**src/rtl/eth_tx_pkg.sv**
```systemverilog
// Shared constants, state encoding and helpers for the GMII transmit framer.
package eth_tx_pkg;

    localparam logic [7:0]  PREAMBLE_BYTE = 8'h55;
    localparam logic [7:0]  SFD_BYTE      = 8'hD5;
    localparam logic [31:0] CRC32_POLY    = 32'h04C11DB7;
    localparam logic [31:0] CRC32_INIT    = 32'hFFFFFFFF;

    typedef enum logic [2:0] {
        StIdle = 3'd0,
        StPre  = 3'd1,
        StSfd  = 3'd2,
        StData = 3'd3,
        StPad  = 3'd4,
        StFcs  = 3'd5,
        StIfg  = 3'd6
    } tx_state_e;

    // Bit-reverses a 32-bit word; turns the normal polynomial into its reflected form.
    function automatic logic [31:0] bit_reverse32(input logic [31:0] v);
        logic [31:0] r;
        for (int i = 0; i < 32; i++) begin
            r[i] = v[31-i];
        end
        return r;
    endfunction

endpackage

```
**src/rtl/crc32_d8.sv**
```systemverilog
// Combinational next-state of the reflected Ethernet CRC-32 for one data byte.
module crc32_d8
    import eth_tx_pkg::*;
(
    input  logic [31:0] crc_in,
    input  logic [7:0]  data,
    output logic [31:0] crc_out
);

    localparam logic [31:0] PolyRefl = bit_reverse32(CRC32_POLY);

    // Shift the byte in LSB first through the reflected polynomial.
    always_comb begin
        logic [31:0] c;
        c = crc_in ^ {24'h0, data};
        for (int i = 0; i < 8; i++) begin
            c = c[0] ? ((c >> 1) ^ PolyRefl) : (c >> 1);
        end
        crc_out = c;
    end

endmodule

```
**src/rtl/gmii_tx_framer.sv**
```systemverilog
// GMII transmit framer: preamble/SFD insertion, zero padding, optional FCS append
// and inter-frame gap. Define GMII_TX_FCS_EN to generate and append the CRC-32;
// without it the upstream payload is expected to carry its own FCS.
module gmii_tx_framer
    import eth_tx_pkg::*;
#(
    parameter int unsigned PREAMBLE_LEN = 7,
    parameter int unsigned MIN_FRAME    = 60,
    parameter int unsigned IFG_CYCLES   = 12
) (
    input  logic       gmii_tx_clk,
    input  logic       rst_n,
    input  logic       s_valid,
    input  logic [7:0] s_data,
    input  logic       s_last,
    output logic       s_ready,
    output logic       gmii_tx_en,
    output logic [7:0] gmii_txd,
    output logic       busy,
    output logic       frame_done,
    output logic       underrun
);

    localparam logic [10:0] PreCnt  = 11'(PREAMBLE_LEN);
    localparam logic [10:0] MinCnt  = 11'(MIN_FRAME);
    localparam logic [10:0] IfgLast = 11'(IFG_CYCLES - 1);

    tx_state_e   state;
    logic [10:0] cnt;      // preamble, payload/pad, FCS or IFG count depending on state
    logic [10:0] cnt_inc;
    logic        accept;

    assign s_ready = (state == StSfd) || (state == StData);
    assign accept  = s_valid && s_ready;
    assign busy    = (state != StIdle);
    // Byte count including the byte moving this cycle, pinned at MIN_FRAME.
    assign cnt_inc = (cnt < MinCnt) ? cnt + 11'd1 : cnt;

`ifdef GMII_TX_FCS_EN
    logic [31:0] crc;
    logic [31:0] crc_next;
    logic [31:0] fcs;
    logic [7:0]  crc_din;
    logic [7:0]  fcs_byte;

    assign crc_din  = (state == StPad) ? 8'h00 : s_data;
    assign fcs      = ~crc;
    assign fcs_byte = fcs[{cnt[1:0], 3'b000} +: 8];

    crc32_d8 u_crc32_d8 (
        .crc_in  (crc),
        .data    (crc_din),
        .crc_out (crc_next)
    );

    // CRC register: seeded while the preamble plays, advanced on each payload or pad byte.
    always_ff @(posedge gmii_tx_clk) begin
        if (!rst_n) begin
            crc <= CRC32_INIT;
        end else if (state == StPre) begin
            crc <= CRC32_INIT;
        end else if (accept || (state == StPad)) begin
            crc <= crc_next;
        end
    end
`endif

    // Framing FSM with registered GMII outputs and status pulses.
    always_ff @(posedge gmii_tx_clk) begin
        if (!rst_n) begin
            state      <= StIdle;
            cnt        <= '0;
            gmii_tx_en <= 1'b0;
            gmii_txd   <= 8'h00;
            frame_done <= 1'b0;
            underrun   <= 1'b0;
        end else begin
            frame_done <= 1'b0;
            underrun   <= 1'b0;
            unique case (state)
                StIdle: begin
                    gmii_tx_en <= 1'b0;
                    gmii_txd   <= 8'h00;
                    // The waiting byte is not consumed; it goes out after the SFD.
                    if (s_valid) begin
                        state      <= StPre;
                        gmii_tx_en <= 1'b1;
                        gmii_txd   <= PREAMBLE_BYTE;
                        cnt        <= 11'd1;
                    end
                end
                StPre: begin
                    if (cnt == PreCnt) begin
                        gmii_txd <= SFD_BYTE;
                        state    <= StSfd;
                        cnt      <= '0;
                    end else begin
                        gmii_txd <= PREAMBLE_BYTE;
                        cnt      <= cnt + 11'd1;
                    end
                end
                StSfd, StData: begin
                    if (accept) begin
                        gmii_txd <= s_data;
                        cnt      <= cnt_inc;
                        state    <= StData;
                        if (s_last) begin
                            if (cnt_inc < MinCnt) begin
                                state <= StPad;
                            end else begin
`ifdef GMII_TX_FCS_EN
                                state <= StFcs;
                                cnt   <= '0;
`else
                                state      <= StIfg;
                                cnt        <= '0;
                                frame_done <= 1'b1;
`endif
                            end
                        end
                    end else begin
                        // Source starved mid-frame: cut the frame, no FCS.
                        gmii_tx_en <= 1'b0;
                        gmii_txd   <= 8'h00;
                        underrun   <= 1'b1;
                        state      <= StIfg;
                        cnt        <= '0;
                    end
                end
                StPad: begin
                    gmii_txd <= 8'h00;
                    cnt      <= cnt_inc;
                    if (cnt_inc == MinCnt) begin
`ifdef GMII_TX_FCS_EN
                        state <= StFcs;
                        cnt   <= '0;
`else
                        state      <= StIfg;
                        cnt        <= '0;
                        frame_done <= 1'b1;
`endif
                    end
                end
`ifdef GMII_TX_FCS_EN
                StFcs: begin
                    gmii_txd <= fcs_byte;
                    cnt      <= cnt + 11'd1;
                    if (cnt[1:0] == 2'd3) begin
                        frame_done <= 1'b1;
                        state      <= StIfg;
                        cnt        <= '0;
                    end
                end
`endif
                StIfg: begin
                    gmii_tx_en <= 1'b0;
                    gmii_txd   <= 8'h00;
                    cnt        <= cnt + 11'd1;
                    if (cnt == IfgLast) begin
                        state <= StIdle;
                        cnt   <= '0;
                    end
                end
                default: begin
                    state      <= StIdle;
                    gmii_tx_en <= 1'b0;
                    gmii_txd   <= 8'h00;
                end
            endcase
        end
    end

endmodule

```
**config.mk**
```make
export PLATFORM = sky130hd
export DESIGN_NAME = gmii_tx_framer
export DESIGN_NICKNAME = d
export VERILOG_FILES = /design/src/rtl/eth_tx_pkg.sv /design/src/rtl/crc32_d8.sv /design/src/rtl/gmii_tx_framer.sv
export SDC_FILE = /design/constraint.sdc
export NUM_CORES = 1
export LEC_CHECK = 0
export ABC_AREA = 1
export BUFFER_PORTS_ARGS = -buffer_cell sky130_fd_sc_hd__buf_2
export CAP_MARGIN = 20
export CORE_MARGIN = 2
export CORE_UTILIZATION = 27
export CTS_CLUSTER_DIAMETER = 40
export DETAILED_ROUTE_END_ITERATION = 10
export GPL_TIMING_DRIVEN = 0
export SYNTH_ARGS = -nofsm -noshare
export SYNTH_HDL_FRONTEND = slang
export SYNTH_SLANG_ARGS = --single-unit
export TNS_END_PERCENT = 1
```
**constraint.sdc**
```tcl
create_clock -name gmii_tx_clk -period 5.2 [get_ports gmii_tx_clk]
set_input_delay 1.04 -clock gmii_tx_clk [delete_from_list [all_inputs] [get_ports gmii_tx_clk]]
set_output_delay 1.04 -clock gmii_tx_clk [all_outputs]
set_load 0.05 [all_outputs]
```
==> metrics.txt <==
CP Launch Type register; Unique masters post-synth 31; vias around 1,600; Power Density a little under 400 nW/um^2; placement-stage cell area about 1900 sq um; leakage 1.03 nW; Max Clk Rate 0.443 GHz; CTS Buf Count 3; flops & latches, synth 25; Power Internal around 0.38 mW; post-route cell area approximately 1900 sq um; setup TNS 0 ns; Max-cap violations 0; first-pass GRT wire length 6960 microns; Layout area overhead 15.3%; switching pwr slightly below 0.4 mW; RSZ-0062 raised after global routing false; post-synth top area cell dfxtp_1; Die Y between 80 and 90 microns; IO buf count 23; clock-pin slew on the worst setup and hold paths 0.09 ns; Slew Limit Fails 0; clock power share about 17%; htree depth 1; top-count cell post-synth nand2_1; core area 5990 sq um; initial DRC count 111; Place WS roughly 2.9 ns; setup violators final 0; Root Buffer clkbuf_8; worst path required time ~4.2 ns; CTS tree done; syn_nets about 280; syn_area_per_cell around 6.3 sq um; ys async rst share 0%; die area between 6000 and 7000 sq um; DR vias/cell about 4.4; Critical Path AT about 1.2 ns; slew margin rel. approximately 65%; initial core utilization about 28%; clk sinks 25; sequential area share after synthesis between 20% and 30%; Final Hold Viols 0; Sequential Power Share between 30% and 40%; top cells by area, synth dfxtp_1 30%, nand2_1 21%, inv_1 10%; Final period util between 40 and 50%; TritonRoute pass-1 iters 4; Tmin final ~2.3 ns; number of global-route vias before repair 1,537; setup bufs post-CTS 0; Sw Share slightly above 50%; antenna-violating nets left 0; crit path capture type primary output; Rows 28; Post-synth top cells 94 x nand2_1, 46 x inv_1, 25 x dfxtp_1; drt drc 0; # IOs 25; Post-CTS Resized 0; final antenna diode count 0; post-placement cell count 366; hold buffers post-CTS 0; critical path class reg2out; YS warnings 0; maximum VDD drop between 200 and 250 uV; Post-Syn Instances 268; worst-skew pair later-pin latency between 0.2 and 0.3 ns; share of cells above drive strength 1 20.0%; antenna violations before repair 0; WHS about 0.48 ns; actual slew at the worst max-slew pin ~0.53 ns; Worst Path Max Fanout 5; nets approximately 310; status completed; Final WS setup a little under 3 ns; Finished Layout Cells between 300 and 400; Final HPWL DP 3100 microns; largest net degree at the start of global routing 16; top-area cell type share of the netlist area roughly 30%; Synth Flop Type dfxtp_1; HP Class reg2reg; total global routing overflow 0; Synth Cell Area approximately 1700 sq um; Post-Route Skew about 0.0074 ns; Final GP Congestion 0.876; DIE WIDTH approximately 83 microns; Logic pwr share slightly above 50%; EDFF count, synth 0; All-Layer GR Usage 11.9%; final core utilization between 30% and 40%; drt wl/cell ~11 microns; Bufs on Longest Clock Path 2; final WL 3890 microns; total power approximately 0.76 mW
## final timing paths
check              from    endpoint  slack (ns)  cells past startpoint
max            state[1]     s_ready        2.94                      3
min          gmii_tx_en  gmii_tx_en        0.48                      2
max reg2reg      cnt[0]    state[1]        3.11                     10
min reg2reg  gmii_tx_en  gmii_tx_en        0.48                      2
## kinds of logic (layout without fill, tap and decap cells)
kind of cell	after synthesis	count (layout)	synth area share [%]
buffers and inverters	54	81	12.9
adders and majority gates	1	1	0.742
DFF	25	25	29.7
and+or+nand+nor	165	165	47.8
xor gates and xnor gates	5	5	2.60
AOI/OAI and AO/OA	18	18	6.31
## per-layer routing
metal  wire, microns  track usage [%]  up-vias
met5               0                0        -
met4              59             4.17        0
met3              87             1.39        5
met2            1800             20.3       24
met1            1940             15.6      723
li1                -                -      872
## area by class of cell
cell class	instances	area [sq um]
Fill cell	657	4050
Multi-Input combinational cell	189	968
Sequential cell	25	500
Inverter	50	190
Timing Repair Buffer	23	115
Tap cell	75	93.8
Clock buffer	3	41.3
Buffer	4	27.5
Clock inverter	1	7.51
## power by group through the flow
stage               Combinational [mW]  Sequential, mW  Clock, mW
finish                           0.391           0.244      0.126
floorplan                        0.254           0.294          0
global placement                 0.391           0.247          0
CTS                              0.392           0.244      0.129
detailed placement               0.391           0.248          0
global route                     0.443           0.247      0.136
## worst max-delay path, stage by stage (launching register included)
cell     delay, ns
dfxtp_1       0.36
inv_1         0.08
nor2_2        0.19
buf_2         0.30
## placed cells by master (no fill, tap or decap), drive strengths merged, types with 5 or more instances in the layout
master / instances
xor2: 5
nand3: 23
inv: 50
o21ai: 5
nor3: 6
dfxtp: 25
a21oi: 7
nand4: 5
nand2: 105
buf: 26
nor2: 25
## registers in the layout (all words and copies together), names as in the netlist
register    count
frame_done      1
gmii_txd        8
cnt            11
state           3
gmii_tx_en      1
underrun        1
Note: power is estimated with default switching activity, not from simulation.
